==> src/rtl/mul_sequencer.sv <==
// Sequencer between the execute stage and the shift-add multiplier: launches a multiply, stalls the pipe, returns the product.
// Optional build macro MUL_ZERO_BYPASS_EN: a zero operand skips the multiplier and returns 0 straight away.
module mul_sequencer #(
  parameter int TIMEOUT = 64,
  parameter int CNT_W   = 7
) (
  input  logic        clock,
  input  logic        reset,
  input  logic        mul_req,
  input  logic        flush,
  input  logic [15:0] op_a,
  input  logic [15:0] op_b,
  output logic        stall,
  output logic [31:0] result,
  output logic        result_valid,
  output logic        timeout_err,
  output logic        mul_st,
  output logic [15:0] mul_a,
  output logic [15:0] mul_b,
  input  logic        mul_done,
  input  logic        mul_idle,
  input  logic [31:0] mul_product,
  output logic [2:0]  dbg_state
);

  typedef enum logic [2:0] {
    S_IDLE   = 3'd0,
    S_LAUNCH = 3'd1,
    S_WAIT   = 3'd2,
    S_DONE   = 3'd3,
    S_DRAIN  = 3'd4
  } state_t;

  localparam logic [CNT_W-1:0] CNT_LAST = CNT_W'(TIMEOUT - 1);

  state_t           state_q, state_d;
  logic [CNT_W-1:0] cnt_q, cnt_d;
  logic [31:0]      result_q, result_d;
  logic [15:0]      a_q, a_d;
  logic [15:0]      b_q, b_d;
  logic             err_q, err_d;
  logic             zero_op;

`ifdef MUL_ZERO_BYPASS_EN
  assign zero_op = (op_a == 16'd0) || (op_b == 16'd0);
`else
  assign zero_op = 1'b0;
`endif

  always_ff @(posedge clock or negedge reset) begin
    if (!reset) begin
      state_q  <= S_IDLE;
      cnt_q    <= '0;
      result_q <= '0;
      a_q      <= '0;
      b_q      <= '0;
      err_q    <= 1'b0;
    end else begin
      state_q  <= state_d;
      cnt_q    <= cnt_d;
      result_q <= result_d;
      a_q      <= a_d;
      b_q      <= b_d;
      err_q    <= err_d;
    end
  end

  always_comb begin
    state_d  = state_q;
    cnt_d    = cnt_q;
    result_d = result_q;
    a_d      = a_q;
    b_d      = b_q;
    err_d    = err_q;
    stall    = 1'b0;
    case (state_q)
      S_IDLE: begin
        stall = mul_req;
        if (flush) begin
          state_d = S_IDLE;
        end else if (mul_req && zero_op) begin
          result_d = '0;
          state_d  = S_DONE;
        end else if (mul_req && mul_idle) begin
          a_d     = op_a;
          b_d     = op_b;
          state_d = S_LAUNCH;
        end
      end
      S_LAUNCH: begin
        stall   = 1'b1;
        cnt_d   = '0;
        state_d = flush ? S_DRAIN : S_WAIT;
      end
      S_WAIT: begin
        stall = 1'b1;
        if (flush) begin
          state_d = S_DRAIN;
        end else begin
          cnt_d = cnt_q + 1'b1;
          // A done arriving on the last allowed cycle still counts as success.
          if (mul_done) begin
            result_d = mul_product;
            state_d  = S_DONE;
          end else if (cnt_q == CNT_LAST) begin
            result_d = '0;
            err_d    = 1'b1;
            state_d  = S_DONE;
          end
        end
      end
      S_DONE: begin
        state_d = S_IDLE;
      end
      S_DRAIN: begin
        // Wait for the aborted multiply to finish before accepting new work.
        stall = mul_req;
        if (mul_idle) state_d = S_IDLE;
      end
      default: begin
        state_d = S_IDLE;
      end
    endcase
  end

  assign result       = result_q;
  assign result_valid = (state_q == S_DONE) && !flush;
  assign timeout_err  = err_q;
  assign mul_st       = (state_q == S_LAUNCH);
  assign mul_a        = a_q;
  assign mul_b        = b_q;
  assign dbg_state    = state_q;

endmodule

==> config.mk <==
export PLATFORM = sky130hd
export DESIGN_NAME = mul_sequencer
export DESIGN_NICKNAME = d
export VERILOG_FILES = /design/src/rtl/mul_sequencer.sv
export SDC_FILE = /design/constraint.sdc
export NUM_CORES = 1
export LEC_CHECK = 0
export CAP_MARGIN = 20
export CORE_MARGIN = 10
export CORE_UTILIZATION = 25
export DETAILED_ROUTE_END_ITERATION = 16
export PLACE_DENSITY = 0.63
export SETUP_SLACK_MARGIN = 0.15
export SLEW_MARGIN = 15
export SYNTH_ARGS = -nofsm -noshare
export SYNTH_HDL_FRONTEND = slang
export SYNTH_SLANG_ARGS = --single-unit
==> constraint.sdc <==
create_clock -name clock -period 3.7 [get_ports clock]
set_input_delay 0.925 -clock clock [delete_from_list [all_inputs] [get_ports clock]]
set_output_delay 0.925 -clock clock [all_outputs]
set_load 0.01 [all_outputs]
# After elaboration in Yosys (flattened, before gate mapping)
# Index checks and enable logic that the tools add are counted.
[op_classes]
add_sub_neg = 1
eq_ne = 9
n_mux = 13
bitwise = 2
reduce_logical = 13
[ops]
columns = ["op", "count"]
rows = [
  ["$mux W32", 2],
  ["$mux W3", 7],
  ["$pmux W7 S2", 1],
  ["$pmux W3 S4", 1],
  ["$reduce_and A3 Y1", 3],
  ["$add A7 B1 Y7 const B", 1],
  ["$eq A7 B6 Y1 const B", 1],
  ["$mux W7", 1],
  ["$eq A3 B2 Y1 const B", 2],
  ["$ne A2 B2 Y1 const B", 2],
  ["$ne A4 B4 Y1 const B", 1],
  ["$reduce_and A4 Y1", 1],
  ["$reduce_bool A2 Y1", 2],
  ["$reduce_or A2 Y1", 2],
  ["$eq A3 B1 Y1 const B", 1],
  ["$eq A3 B3 Y1 const B", 1],
  ["$logic_not A3 Y1", 1],
  ["$ne A3 B3 Y1 const B", 1],
  ["$logic_and A1 B1 Y1", 2],
  ["$not A1 Y1", 2],
  ["$pmux W1 S2", 1],
  ["$reduce_and A2 Y1", 1],
  ["$logic_not A1 Y1", 1],
]
[word_totals]
ff_bits = 75
in_bits = 70
output_inout_bits = 71
elab_cells = 44

# Logic depth before layout (Yosys ltp)
# Gate-level depths: netlist of run 1.
[depth]
ltp_word = 5
mapped_depth = 6
depth_no_buf = 4

# Worst setup path before layout of run 1
# OpenSTA, ideal clock, no wires.
[synth_timing]
kind = "input to register"
from = "in flush"
to = "reg cnt_q[5]"
setup_ps = 78
t_arrival_ps = 2151
required_ps = 3622
setup_slack_ps = 1471
cell_stages = 4
n_path_buf = 1
cell_sequence = "or4b_4 > buf_6 > or4_1 > a21oi_1"
[synth_via]
elab_chain_cells = 2
[synth_lines]
columns = ["item", "line_no", "rtl"]
rows = [
  ["from (decl)", "10", "input logic flush,"],
  ["$ne A2 B2 Y1 (no line)", "--", ""],
  ["$reduce_and A2 Y1 (no line)", "--", ""],
  ["to (signal assigned)", "60", "cnt_q <= cnt_d;"],
  ["to (decl)", "37", "logic [CNT_W-1:0] cnt_q, cnt_d;"],
]
# Every way passes these cells.
# A chain may end at the register's enable or synchronous reset.

# Worst setup path in the final report of run 1
[layout_timing]
from = "in flush"
to = "out result_valid"
[layout_via]
elab_chain_cells = 2
[layout_lines]
columns = ["item", "line_no", "rtl"]
rows = [
  ["$logic_not A1 Y1", "127", "assign result_valid = (state_q == S_DONE) && !flush;"],
  ["$logic_and A1 B1 Y1", "127", ""],
  ["to (decl)", "15", "output logic result_valid,"],
]
# Every way passes these cells.

==> results of run 1 <==
metal layers:
layer  vias up  share of wire  wire (um)  global-route usage
met5         -              0          0                   0
met1      1470           0.41       4450               0.129
met3        12           0.15       1600              0.0721
met4         0          0.015        164              0.0492
li1       1442              -          -                   -
met2       121           0.43       4600               0.171
final cells by class:
| type | instances | area share |
|---|---|---|
| Timing Repair Buffer | 144 | 0.271 |
| Clock buffer | 10 | 0.0433 |
| Sequential cell | 75 | 0.355 |
| Inverter | 4 | 0.00284 |
| Clock inverter | 6 | 0.0123 |
| Tap cell | 176 | 0.0417 |
| Multi-Input combinational cell | 237 | 0.273 |
worst paths after layout:
kind | cells after the start | to | slack [ps]
min | 1 | timeout_err | 460
max | 4 | result_valid | 460
min reg2reg | 1 | timeout_err | 460
max in group asynchronous | 1 | result[30] | 2330
max reg2reg | 4 | mul_b[8] | 1530
min in group asynchronous | 1 | result[3] | 750
sequential cells by signal (all words and copies together), names as in the netlist:
register and count:
mul_b 16, cnt_q 7, timeout_err 1, mul_a 16
dbg_state 3, result 32
kinds of logic after synthesis:
logic type | share of synthesized area
flip-flops | 0.545
multiplexers | 0.105
buffers and inverters | 0.0374
AND/OR/NAND/NOR | 0.231
XOR/XNOR | 0.00254
AO/OA/AOI/OAI | 0.0752
adder cells (fa/ha/maj) | 0.00363
where the power goes:
group          total [uW]  switching, uW  internal (uW)  leakage (uW)
clock network         866            343            523      0.000143
registers            1150            127           1030      0.000816
logic                 980            389            591       0.00118
cells in the mapped netlist (all sizes together) (2+ instances only):
master	count	area, sq um
or3	3	18.8
clkbuf	23	86.3
nand4	2	12.5
a21oi	6	30.0
nor2	5	18.8
nand3	68	340
a21o	2	15.0
o31ai	2	15.0
o21ai	36	180
buf	3	27.5
nand2	36	135
inv	4	15.0
dfrtp	75	1880
or4	2	15.0
mux2	32	360
nor2b	32	200
through the flow:
stage                     instances  worst slack [ps]  hold WS, ps
after CTS                       652               468          469
after detailed placement        636               474          450
after global routing            652               327          496
after global placement          635               471          444
after floorplan                 342              1470          490
final                           652               459          460
cells in the final DEF, fill, tap and decap left out:
cell	Yosys	layout
inv_6	0	1
and3_1	1	1
nor4b_2	0	1
clkdlybuf4s50_1	0	138
inv_1	4	4
nand4_1	2	2
or3b_2	1	1
a21o_1	2	2
clkinv_2	0	2
clkinvlp_4	0	1
or4b_4	1	1
mux2_2	32	32
dfrtp_1	75	75
bufinv_16	0	1
nor2_1	5	5
nor2b_1	32	32
buf_8	0	1
clkbuf_16	0	9
o31ai_1	2	2
nand3_1	68	68
ha_1	1	1
or3_1	3	3
or4_1	2	2
o31a_1	1	1
buf_4	0	5
o21ai_0	36	36
nor4_1	1	1
xnor2_1	1	1
clkinv_4	0	1
a21oi_1	6	6
nand2_1	36	36
clkbuf_1	23	1
nand2b_1	1	1
a32o_1	1	1
nor3_1	1	1
critical path, cell delays in order:
cell and delay, ps:
clkdlybuf4s50_1 520, nor2_1 160, and3_1 170, clkdlybuf4s50_1 540
==> metrics, run 1 <==
Mapped Nets=just over 400; post-CTS setup buffers=0; Max Fclk=309 MHz; Synth-to-Final Area Change=53.5%; status=completed; remaining routing DRC violations=0; CP Data Required Time=~2800 ps; Setup TNS=0 ps; H-tree level count=3; post-cts resize count=0; largest net degree at the start of global routing=76; CTS Sinks=75; Iter 0 DRT Violations=between 100 and 150; vias in the first global route=around 3,300; Yosys reg bits=75; CTS tree=built; Final Setup Violations=0; die height=137 um; Final nets=~540; Worst slew margin=0.350; Placer Congestion=0.708; PwrDens=roughly 570 nW/um^2; first-pass GRT wire length=roughly 17 mm; worst hold path class=flop to flop; IO buf count=140; Pleak=0.00214 uW; EDFF count, synth=0; Total Die Area=roughly 19,000 sq um; sequential share of the synthesized area=0.545; vias per cell=4.67; Yosys cell types=28; CP max FO=6; post-route cell area=around 5300 sq um; clk_lat worst skew=about 330 ps; antenna-violating nets left=0; vias=slightly above 3,000; Finished Core Util=0.396; total gr overflow=0; Final Hold Fails=0; post-DP HPWL=~7.7 mm; asr flop ratio synth=1.00; Post-Syn Instances=342; hold_buf cts=0; Max-Cap Viols=0; clk_skew=roughly 4 ps; die width=roughly 140 um; worst-case clock buffer depth=2; unrepaired setup endpoints after global routing=no; total power=3000 uW; HP Start=timeout_err; drt total wl=10.8 mm; Max VDD drop=398 uV; Worst-Margin Slew=around 970 ps; Root Driver=clkbuf_16; max-slew violations=0; Yosys Warn Count=0; DRT Pass-1 Iters=4; ys flop type=dfrtp_1; Data arrival, critical path=roughly 2300 ps; Post-DP Area=~5000 sq um; Final Cycle Share=0.876; clock transition at the registers of the reported paths=60 ps; row count=42; register area=around 1900 sq um; Core Area=13,300 sq um; crit path capture type=output pin; Top Ports=between 100 and 150; initial antenna violation count=0; Avg Inst Size Synth=around 10 sq um; WL/cell=16.6 um; fill count=approximately 1,300; synthesized cell area=roughly 3400 sq um; area of the multi-input gates=around 1400 sq um; Global Route Usage Sum=0.115; n_diodes=0; layout cells sized above 1=0.118; Starting Density=0.258; CP Launch Type=input port; CP Launch Point=flush; Worst Setup Path Type=input port to output pin; CTS buffer count=9; crit path time final=~3200 ps; RR Startpoint=dbg_state[0]
No activity file was read; power rests on OpenSTA's default activity.
==> inputs of run 2 (changes only) <==
Settings changed: GPL_TIMING_DRIVEN set to 0.
==> run 2 against run 1 <==
Against the previous run: die area unchanged; maximum frequency down 0.53%; final cell count up 3.5%; register-to-register slack better by 140 ps; sequential share of layout area down 0.82 points; count of clock-buffer cells in the layout unchanged; core utilization up 0.94 points; cell area up 2.4%; global-route usage up 0.80 points; largest cell class unchanged; non-clock buffer count up 23; first-iteration DRC count up 27%; sequential power about the same.
==> metrics, run 2 (synthesis results as in run 1) <==
fill count=approximately 1,300; max reg flops=32; R2R depth=6; crit path capture type=output pin; CP Launch Type=input port; Root Driver=clkbuf_16; total power=between 3000 and 4000 uW; die width=about 140 um; layout cells sized above 1=0.110; n_diodes=0; PwrDens=576 nW/um^2; total gr overflow=0; Max Fclk=307 MHz; status=completed; Core Area=between 10,000 and 15,000 sq um; max incr delay on CP=roughly 570 ps; post-CTS setup buffers=0; Worst-Margin Slew=562 ps; worst path buffer plus inverter count=2; CTS Sinks=75; max-slew violations=0; Pleak=between 0.002 and 0.0025 uW; Placer Congestion=0.755; worst hold path class=flop to flop; Global Route Usage Sum=0.123; Finished Core Util=0.405; Final nets=roughly 570; worst-case clock buffer depth=2; IO buf count=139; Total Die Area=around 19,000 sq um; Top Ports=about 140; hold_buf cts=0; Post-DP Area=5080 sq um; Setup TNS=0 ps; post-cts resize count=0; Iter 0 DRT Violations=149; initial antenna violation count=0; Max-Cap Viols=0; clock transition at the registers of the reported paths=60 ps; worst hold path cell count=1; Data arrival, critical path=~2300 ps; delay-heaviest family, CP=buffers and inverters; DRT Pass-1 Iters=4; largest net degree at the start of global routing=47; CTS tree=built; antenna-violating nets left=0; Final Hold Fails=0; drt total wl=11.3 mm; CP max FO=6; WL/cell=about 17 um; vias in the first global route=3,503; Final Setup Violations=0; H-tree level count=3; clk_skew=slightly below 10 ps; Worst path most repeated cell=clkdlybuf4s50_1; first-pass GRT wire length=about 18 mm; Synth-to-Final Area Change=57.1%; remaining routing DRC violations=0; Max VDD drop=about 340 uV; CP Data Required Time=between 2000 and 3000 ps; critical-path cell list=clkdlybuf4s50_1, nor2_1, and3_1, clkdlybuf4s50_1; Starting Density=0.258; CTS buffer count=9; vias=~3,200; unrepaired setup endpoints after global routing=no; clk_lat worst skew=roughly 340 ps; post-DP HPWL=around 8.6 mm; Worst slew margin=0.625; row count=42; crit path time final=between 3000 and 4000 ps; WP depth=4; Final Cycle Share=0.881; post-route cell area=about 5400 sq um; vias per cell=about 4.7; die height=around 140 um; Worst Setup Path Type=input port to output pin; most frequent cells in the layout=138 x clkdlybuf4s50_1, 75 x dfrtp_1, 68 x nand3_1; CP max stage cell=clkdlybuf4s50_1; most common cell after layout, fill and taps aside=clkdlybuf4s50_1
[run 2: power by group]
part           total [uW]  switching [uW]  leakage (uW)  internal (uW)
Sequential           1150             119      0.000816           1030
Combinational        1000             401       0.00122            603
Clock                 963             364      0.000158            599
Total                3110             884       0.00219           2230
[run 2: layout make-up]
class | instances | area (sq um) | area share
flip-flops and latches | 75 | 1880 | 0.347
multi-input cells | 237 | 1440 | 0.266
repair buffers | 141 | 1420 | 0.263
clock buffers | 10 | 229 | 0.0423
well taps | 176 | 220 | 0.0407
plain buffers | 26 | 114 | 0.0211
clock inverters | 6 | 95.1 | 0.0176
inverters | 4 | 15.0 | 0.00278
[run 2: path summary, 6_finish.rpt]
check | startpoint | endpoint | slack (ps)
min reg2reg | timeout_err | timeout_err | 470
min in group asynchronous | reset | result[11] | 530
min | timeout_err | timeout_err | 470
max in group asynchronous | reset | dbg_state[1] | 2580
max | flush | result_valid | 440
max reg2reg | dbg_state[0] | result[14] | 1670
[run 2: worst register-to-register path, cell delays in order, from the launching register on]
cell	delay [ps]
dfrtp_1	370
buf_2	160
nor4b_1	460
buf_2	260
clkbuf_1	440
nand3_1	160
nand3_1	110
[run 2: per-layer routing]
metal | wire length [um] | share of wire | GRT usage | up-vias
li1 | - | - | - | 1495
met1 | 4610 | 0.41 | 0.140 | 1526
met2 | 4820 | 0.43 | 0.182 | 127
met3 | 1670 | 0.15 | 0.0787 | 13
met4 | 182 | 0.016 | 0.0492 | 0
met5 | 0 | 0 | 0 | -
[run 2: per-stage QoR]
stage / cells / setup slack, ps / hold WS, ps
after floorplan: 342 / 1470 / 490
after global placement: 657 / -1090 / 444
after detailed placement: 659 / 462 / 447
after CTS: 675 / 447 / 473
after global routing: 675 / 346 / 485
final: 675 / 442 / 466
